### src/rtl/x_bus_arbiter_if.sv
`default_nettype none
// ====================================================================
// x_bus_arbiter_if : requester-side and X-bus signals of the arbiter
// rev 1.0
// ====================================================================
interface x_bus_arbiter_if #(
  parameter int NUM_REQ = 2,
  parameter int AW      = 16,
  parameter int DW      = 16
) ();
  logic [NUM_REQ-1:0]    req;
  logic [NUM_REQ-1:0]    req_we;
  logic [NUM_REQ*AW-1:0] req_addr;
  logic [NUM_REQ*DW-1:0] req_wdata;
  logic [NUM_REQ-1:0]    gnt;
  logic [NUM_REQ-1:0]    done;
  logic [DW-1:0]         rdata;
  logic [AW-1:0]         xa_addr;
  logic [DW-1:0]         xa_data_wr;
  logic                  xa_wr_s;
  logic                  xa_rd_s;
  logic [DW-1:0]         xa_data_rd;

  modport master (
    input  req, req_we, req_addr, req_wdata, xa_data_rd,
    output gnt, done, rdata, xa_addr, xa_data_wr, xa_wr_s, xa_rd_s
  );

  modport slave (
    output req, req_we, req_addr, req_wdata, xa_data_rd,
    input  gnt, done, rdata, xa_addr, xa_data_wr, xa_wr_s, xa_rd_s
  );
endinterface
`default_nettype wire

### src/rtl/x_bus_arbiter.sv
`default_nettype none
// ====================================================================
// x_bus_arbiter : round-robin sequencer sharing one X-bus
// rev 1.0
// ====================================================================
module x_bus_arbiter #(
  parameter int NUM_REQ    = 2,
  parameter int AW         = 16,
  parameter int DW         = 16,
  parameter int WR_CYCLES  = 1,
  parameter int RD_LATENCY = 2
) (
  input  logic            clk,
  input  logic            rst,
  x_bus_arbiter_if.master bus
);
  localparam int IW = $clog2(NUM_REQ);

  localparam logic [1:0] S_IDLE  = 2'd0;
  localparam logic [1:0] S_WRITE = 2'd1;
  localparam logic [1:0] S_READ  = 2'd2;
  localparam logic [1:0] S_DONE  = 2'd3;

  localparam logic [3:0]    c_WR_LAST = 4'(WR_CYCLES);
  localparam logic [3:0]    c_RD_LAST = 4'(RD_LATENCY);
  localparam logic [IW-1:0] c_RR_INIT = IW'(NUM_REQ - 1);

  if (NUM_REQ < 2 || NUM_REQ > 8 || WR_CYCLES < 1 || WR_CYCLES > 15 ||
      RD_LATENCY < 1 || RD_LATENCY > 15) begin : g_param_check
    $error("x_bus_arbiter: parameter out of legal range");
  end

  logic [1:0]         r_state;
  logic [3:0]         r_cnt;
  logic [IW-1:0]      r_rr;
  logic [NUM_REQ-1:0] r_gnt;
  logic [NUM_REQ-1:0] r_done;
  logic [DW-1:0]      r_rdata;
  logic [AW-1:0]      r_addr;
  logic [DW-1:0]      r_wdata;
  logic               r_wr_s;
  logic               r_rd_s;

  logic               w_any;
  logic [IW-1:0]      w_cand;
  logic [IW-1:0]      w_pick;
  logic [NUM_REQ-1:0] w_onehot;
  logic               w_we;
  logic [AW-1:0]      w_addr;
  logic [DW-1:0]      w_wdata;

  // Search upward from rr+1 with wrap; the first set bit wins.
  always_comb begin
    w_any  = 1'b0;
    w_pick = '0;
    w_cand = '0;
    for (int k = 1; k <= NUM_REQ; k++) begin
      w_cand = IW'((int'(r_rr) + k) % NUM_REQ);
      if (!w_any && bus.req[w_cand]) begin
        w_any  = 1'b1;
        w_pick = w_cand;
      end
    end
  end

  always_comb begin
    w_onehot = '0;
    w_we     = 1'b0;
    w_addr   = '0;
    w_wdata  = '0;
    for (int k = 0; k < NUM_REQ; k++) begin
      if (w_pick == IW'(k)) begin
        w_onehot[k] = 1'b1;
        w_we        = bus.req_we[k];
        w_addr      = bus.req_addr[k*AW +: AW];
        w_wdata     = bus.req_wdata[k*DW +: DW];
      end
    end
  end

  always_ff @(posedge clk) begin
    if (rst) begin
      r_state <= S_IDLE;
      r_cnt   <= '0;
      r_rr    <= c_RR_INIT;
      r_gnt   <= '0;
      r_done  <= '0;
      r_rdata <= '0;
      r_addr  <= '0;
      r_wdata <= '0;
      r_wr_s  <= 1'b0;
      r_rd_s  <= 1'b0;
    end else begin
      r_done <= '0;
      case (r_state)
        S_IDLE: begin
          if (w_any) begin
            r_gnt   <= w_onehot;
            r_rr    <= w_pick;
            r_addr  <= w_addr;
            r_wdata <= w_wdata;
            r_cnt   <= 4'd1;
            if (w_we) begin
              r_wr_s  <= 1'b1;
              r_state <= S_WRITE;
            end else begin
              r_rd_s  <= 1'b1;
              r_state <= S_READ;
            end
          end
        end
        S_WRITE: begin
          if (r_cnt == c_WR_LAST) begin
            r_wr_s  <= 1'b0;
            r_done  <= r_gnt;
            r_state <= S_DONE;
          end else begin
            r_cnt <= r_cnt + 4'd1;
          end
        end
        S_READ: begin
          if (r_cnt == c_RD_LAST) begin
            r_rdata <= bus.xa_data_rd;
            r_rd_s  <= 1'b0;
            r_done  <= r_gnt;
            r_state <= S_DONE;
          end else begin
            r_cnt <= r_cnt + 4'd1;
          end
        end
        S_DONE: begin
          r_gnt   <= '0;
          r_cnt   <= '0;
          r_state <= S_IDLE;
        end
        default: r_state <= S_IDLE;
      endcase
    end
  end

  assign bus.gnt        = r_gnt;
  assign bus.done       = r_done;
  assign bus.rdata      = r_rdata;
  assign bus.xa_addr    = r_addr;
  assign bus.xa_data_wr = r_wdata;
  assign bus.xa_wr_s    = r_wr_s;
  assign bus.xa_rd_s    = r_rd_s;
endmodule
`default_nettype wire

### src/flat_wrapper.sv
// flat-port wrapper written by rule: the top's interface ports become plain ports
module x_bus_arbiter_flat 
#(
  parameter int NUM_REQ    = 2,
  parameter int AW         = 16,
  parameter int DW         = 16,
  parameter int WR_CYCLES  = 1,
  parameter int RD_LATENCY = 2
)
  (clk, rst, bus_req, bus_req_we, bus_req_addr, bus_req_wdata, bus_xa_data_rd, bus_gnt, bus_done, bus_rdata, bus_xa_addr, bus_xa_data_wr, bus_xa_wr_s, bus_xa_rd_s);
  x_bus_arbiter_if #(.NUM_REQ(NUM_REQ), .AW(AW), .DW(DW)) bus_i ();
  input  logic clk;
  input  logic rst;
  input wire logic [$bits(bus_i.req)-1:0] bus_req;
  input wire logic [$bits(bus_i.req_we)-1:0] bus_req_we;
  input wire logic [$bits(bus_i.req_addr)-1:0] bus_req_addr;
  input wire logic [$bits(bus_i.req_wdata)-1:0] bus_req_wdata;
  input wire logic [$bits(bus_i.xa_data_rd)-1:0] bus_xa_data_rd;
  output wire logic [$bits(bus_i.gnt)-1:0] bus_gnt;
  output wire logic [$bits(bus_i.done)-1:0] bus_done;
  output wire logic [$bits(bus_i.rdata)-1:0] bus_rdata;
  output wire logic [$bits(bus_i.xa_addr)-1:0] bus_xa_addr;
  output wire logic [$bits(bus_i.xa_data_wr)-1:0] bus_xa_data_wr;
  output wire logic [$bits(bus_i.xa_wr_s)-1:0] bus_xa_wr_s;
  output wire logic [$bits(bus_i.xa_rd_s)-1:0] bus_xa_rd_s;
  assign bus_i.req = bus_req;
  assign bus_i.req_we = bus_req_we;
  assign bus_i.req_addr = bus_req_addr;
  assign bus_i.req_wdata = bus_req_wdata;
  assign bus_i.xa_data_rd = bus_xa_data_rd;
  assign bus_gnt = bus_i.gnt;
  assign bus_done = bus_i.done;
  assign bus_rdata = bus_i.rdata;
  assign bus_xa_addr = bus_i.xa_addr;
  assign bus_xa_data_wr = bus_i.xa_data_wr;
  assign bus_xa_wr_s = bus_i.xa_wr_s;
  assign bus_xa_rd_s = bus_i.xa_rd_s;
  x_bus_arbiter #(.NUM_REQ(NUM_REQ), .AW(AW), .DW(DW), .WR_CYCLES(WR_CYCLES), .RD_LATENCY(RD_LATENCY)) u_core (.clk(clk), .rst(rst), .bus(bus_i));
endmodule
### config.mk
export PLATFORM = sky130hd
export DESIGN_NAME = x_bus_arbiter_flat
export DESIGN_NICKNAME = d
export VERILOG_FILES = /design/src/rtl/x_bus_arbiter_if.sv /design/src/rtl/x_bus_arbiter.sv /design/src/flat_wrapper.sv
export SDC_FILE = /design/constraint.sdc
export NUM_CORES = 1
export LEC_CHECK = 0
export ABC_AREA = 0
export BUFFER_PORTS_ARGS = -buffer_cell sky130_fd_sc_hd__buf_4
export CORE_MARGIN = 2
export CORE_UTILIZATION = 44
export DETAILED_ROUTE_END_ITERATION = 10
export HOLD_SLACK_MARGIN = 0.12
export PLACE_DENSITY = 0.78
export REMOVE_ABC_BUFFERS = 1
export SYNTH_ARGS = -nofsm -noshare
export SYNTH_HDL_FRONTEND = slang
export SYNTH_SLANG_ARGS = --single-unit
### constraint.sdc
create_clock -name clk -period 3.5 [get_ports clk]
set_input_delay 0.35 -clock clk [delete_from_list [all_inputs] [get_ports clk]]
set_output_delay 0.35 -clock clk [all_outputs]
set_load 0.01 [all_outputs]
# --- Yosys cells after proc, flatten, opt, wreduce, memory -nomap -nowiden ---
# Cells that the tools add are included.
totals:
  regBits: 61
classes:
  n_eq_ne: 12
  n_reduce_logical: 13
  order_cmp: 2
  add_sub_neg: 3
  n_mux: 35
ops:
  columns: ["operator", "count"]
  rows:
  - ["$mux 16", 2]
  - ["$mux 1", 17]
  - ["$pmux 4 s4", 1]
  - ["$mux 2", 7]
  - ["$mux 4", 3]
  - ["$ne 2x1->1 const B", 4]
  - ["$pmux 2 s2", 2]
  - ["$pmux 2 s4", 1]
  - ["$reduce_and 4->1", 2]
  - ["$ne 2x2->1 const B", 3]
  - ["$reduce_and 2->1", 3]
  - ["$reduce_and 3->1", 2]
  - ["$reduce_bool 2->1", 3]
  - ["$add 4x1->4 const B", 1]
  - ["$eq 2x2->1 const B", 2]
  - ["$eq 4x1->1 const B", 1]
  - ["$eq 4x2->1 const B", 1]
  - ["$lt 1x2->1 const B", 2]
  - ["$pmux 1 s2", 2]
  - ["$add 1x1->1 const B", 2]
  - ["$eq 2x1->1 const B", 1]
  - ["$logic_not 2->1", 1]
  - ["$logic_and 1x1->1", 1]
  - ["$logic_not 1->1", 1]

# --- Logic depth before layout (Yosys ltp) ---
depth:
  word_depth: 11
  depth_mapped: 8
  depth_no_buf: 6

# --- Worst setup path before layout ---
# Ideal clock, no wire load.
synth_timing:
  path_kind: "register to register"
  start: "register u_core.r_state[0]"
  end: "register u_core.r_cnt[0]"
  path_slack_ns: 1.885
  period_less_slack_ns: 1.615
  arrival_time_ns: 1.520
  stages_incl_launch_ff: 7
  cell_sequence: "dfxtp_1 inv_1 ha_1 a22o_1 a21oi_1 o21ai_1 a221oi_1"
synth_via:
  elab_chain_len: 3
  word_cells_on_any_way: 9
  classes_between: "eq/ne: 6; mux: 1; reduce/logical: 2"
synth_rtl:
  columns: ["item", "line_no", "rtl"]
  rows:
  - ["from (decl)", "x_bus_arbiter.sv:33", "logic [1:0] r_state;"]
  - ["from (signal assigned)", "x_bus_arbiter.sv:83", "r_state <= S_IDLE;"]
  - ["from (signal assigned)", "x_bus_arbiter.sv:105", "r_state <= S_WRITE;"]
  - ["from (signal assigned)", "x_bus_arbiter.sv:108", "r_state <= S_READ;"]
  - ["$eq 2x2->1, or another cell as far along", "x_bus_arbiter.sv:95", "case (r_state)"]
  - ["$ne 2x2->1 (no line) or $ne 2x1->1 (tied branches)", null, null]
  - ["$reduce_and 3->1 (no line)", null, null]
  - ["to (signal assigned)", "x_bus_arbiter.sv:118", "r_cnt <= r_cnt + 4'd1;"]
  - ["to (signal assigned)", "x_bus_arbiter.sv:128", "r_cnt <= r_cnt + 4'd1;"]
  - ["to (decl)", "x_bus_arbiter.sv:34", "logic [3:0] r_cnt;"]
# Several ways; a longest one is shown, not always the timed one.
# A chain may end at the register's enable or synchronous reset.

# --- Worst setup path after layout ---
layout_timing:
  start: "register u_core.r_state[0]"
  end: "register u_core.r_addr[2], in the netlist u_core.bus.xa_addr[2]"
layout_via:
  elab_chain_len: 2
layout_rtl:
  columns: ["item", "line_no", "rtl"]
  rows:
  - ["$logic_not 2->1", "x_bus_arbiter.sv:95", null]
  - ["$reduce_and 2->1 (no line)", null, null]
  - ["to (signal assigned)", "x_bus_arbiter.sv:100", "r_addr <= w_addr;"]
  - ["to (decl)", "x_bus_arbiter.sv:39", "logic [AW-1:0] r_addr;"]
# Every way passes these cells.

==> impl_results.md <==
- Power density cells: 642 nW/um^2
- Multi-input gate area: 1390 um^2
- Number of DRC markers in iteration 0: 94
- Reg2Reg Depth: 6
- Max Transition Viols Final: 0
- Seq cells post-synth: 61
- Worst Path Arrival: 2.48 ns
- Post-CTS resize count: 0
- Crit-path max FO: 50
- Post-layout minimum cycle time: 2.24 ns
- Top cell type's share of synthesized area: 44.4%
- Setup repair bufs after CTS: 0
- GRT Util Overall: 20.2%
- # fillers: 505
- Initial core utilization: 45.9%
- Wire length per cell: 13.4 um
- Run status: complete, no violations
- Avg Inst Size Synth: 9.07 um^2
- Final setup fails: 0
- Total negative setup slack: 0 ns
- Register area share after synthesis: 44.4%
- Leak: 0.00179 uW
- Total of max-cap violations: 0
- Cells after Synth: 303
- Core area: 5990 um^2
- Post-Route Skew: 0.00616 ns
- CTS Hold Bufs: 0
- Detailed Route WL: 6.88 mm
- Crit path required time: 3.74 ns
- CTS Buf Count: 9
- Number of synthesized flops with an enable pin: 0
- Worst slew margin: 45.6%
- CP Launch Type: flip-flop
- Max Freq: 0.447 GHz
- Crit share post-route: 64.0%
- Peak VDD IR: 0.000333 V
- Via count: 2,610
- Die footprint: 6900 um^2
- HPWL after DPL: 5.27 mm
- Fin. Hold Viols: 0
- Hold path depth: 3
- Clock buffer depth: 2
- TritonCTS Sinks: 61
- Clock-pin slew on the worst setup and hold paths: 0.07 ns
- Vias per cell: 5.10
- Detailed-route DRC error count: 0
- Area Overhead vs Synth: 45.1%
- Worst hold path class: in2reg
- Nets: 525
- Netlist cell types: 41
- Overall power: 2560 uW
- Slew @ Worst Pin: 0.816 ns
- Setup crit end kind: flip-flop
- Fin worst setup slack: 1.26 ns
- # rows: 28
- Cells along the critical path: inv_1 -> ha_1 -> o21a_2 -> buf_4 -> nor2_1 -> a211oi_1
- GRT Residual Overflow: 0
- First-pass GRT wire length: 11.3 mm
- Routed Antenna Nets: 0
- Die W: 83.0 um
- Top cells by area, synth: dfxtp_1 (44%), mux2i_1 (12%), a211oi_1 (9.0%)
- Largest net degree at the start of global routing: 63
- Clock root buffer master: clkbuf_8
- FF/Latch Area: 1220 um^2
- Ys async rst share: 0%
- DR pass1 iterations: 4
- Ports placed on the boundary: 140
- GP Congestion: 0.763
- CP max stage cell: o21a_2
- Area leader, netlist: dfxtp_1
- Worst slack, placed: 1.24 ns
- Top FF cell, synth: dfxtp_1
- Hold WS: 0.269 ns
- RSZ-0062 raised after global routing: no
- Kind of critical path: reg2reg
- IO buf count: 139
- H-tree levels: 3
- TritonCTS clock tree: done
- Initial antenna violation count: 0
- Netlist Area Pre-Place: 2750 um^2
- Die Y: 83.0 um
- Antenna cells: 0
- Clock Latency Late Sink: 0.33 ns
- Vias in the first global route: 2,485
- Layout cells sized above 1: 37.1%
- Syn. warnings: 0
- Max incr delay on CP: 0.74 ns
-- cell type report --
cell class                 count  share of cell area [%]
multi-input combinational    211                    34.9
sequential                    61                    30.6
timing repair buffer         141                    26.5
clock buffer                  12                    3.64
tap                           75                    2.35
clock inverter                 4                    1.19
inverter                       8                   0.753
-- critical path, delay by kind of cell, from the launching register on --
family	cells	cell delay, ns
compound gates	2	0.96
fa+ha+maj	1	0.35
buf+inv	2	0.42
flops	1	0.34
simple gates	1	0.06
-- path summary, 6_finish.rpt --
path                                                        start                                  to  slack [ns]
worst min-delay path                            bus_xa_data_rd[3]    u_core.bus.rdata[3]$_SDFFE_PP0P_        0.27
worst max register to register     u_core.r_state[0]$_SDFFE_PP0P_  u_core.bus.xa_addr[2]$_SDFFE_PP0P_        1.26
worst min register to register  u_core.bus.rdata[11]$_SDFFE_PP0P_   u_core.bus.rdata[11]$_SDFFE_PP0P_        0.46
worst max-delay path               u_core.r_state[0]$_SDFFE_PP0P_  u_core.bus.xa_addr[2]$_SDFFE_PP0P_        1.26
-- sequential cells by signal, indices dropped and copies added, names as in the netlist --
signal	flops
u_core.bus.xa_data_wr	16
u_core.r_state	2
u_core.bus.xa_addr	16
u_core.bus.done	2
u_core.bus.xa_wr_s	1
u_core.r_cnt	4
u_core.bus.gnt	2
u_core.bus.rdata	16
u_core.bus.xa_rd_s	1
u_core.r_rr	1
-- synth_stat cells, drive strengths merged, types with 2 or more instances --
| master | instances |
|---|---|
| o21ai | 6 |
| nor2b | 2 |
| dfxtp | 61 |
| clkbuf | 16 |
| and2 | 2 |
| ha | 7 |
| inv | 8 |
| nand2b | 2 |
| a31oi | 2 |
| mux2i | 33 |
| a211oi | 33 |
| or3b | 2 |
| a311oi | 2 |
| buf | 7 |
| nor2 | 41 |
| and4b | 2 |
| nand2 | 37 |
| a221oi | 2 |
| a21oi | 21 |
-- power by group --
group	leakage [uW]	internal (uW)	switching, uW
combinational	0.00119	483	498
sequential	0.000502	866	115
clock	0.0000964	346	253
total	0.00179	1690	866
-- routing by layer --
layer	part of all wire [%]	up-vias	routed length (um)	track usage (%)
met1	42	1155	2910	24.0
met3	8.8	14	603	6.96
met2	46	107	3190	32.2
li1	-	1334	-	-
met4	2.5	0	170	10.1
met5	0	-	0	0
-- metrics by stage --
step	cells	area (um^2)	utilization, %
2_1_floorplan	280	2630	-
3_3_place_gp	496	3790	63.3
3_5_place_dp	496	3790	63.3
4_1_cts	512	3990	66.6
5_1_grt	512	3990	66.6
6_report	512	3990	66.6
-- cells by family (layout without fill, tap and decap cells) --
kind of cell               Yosys count  after routing  share of synthesized area, %
and+or+nand+nor                     95             95                          15.5
AOI/OAI and AO/OA                   76             76                          19.4
buffers and inverters               31            165                          5.42
muxes                               33             33                          12.0
DFF                                 61             61                          44.4
adders and majority gates            7              7                          3.19
-- placed cells by master, fill, tap and decap left out, types with 4 or more instances in the layout --
| cell type | instances |
|---|---|
| nor2_1 | 41 |
| a21oi_1 | 21 |
| buf_4 | 141 |
| dfxtp_1 | 61 |
| inv_1 | 8 |
| mux2i_1 | 33 |
| ha_1 | 7 |
| clkbuf_8 | 10 |
| o21ai_0 | 4 |
| a211oi_1 | 33 |
| nand2_1 | 37 |
Note: power is estimated with default switching activity, not from simulation.
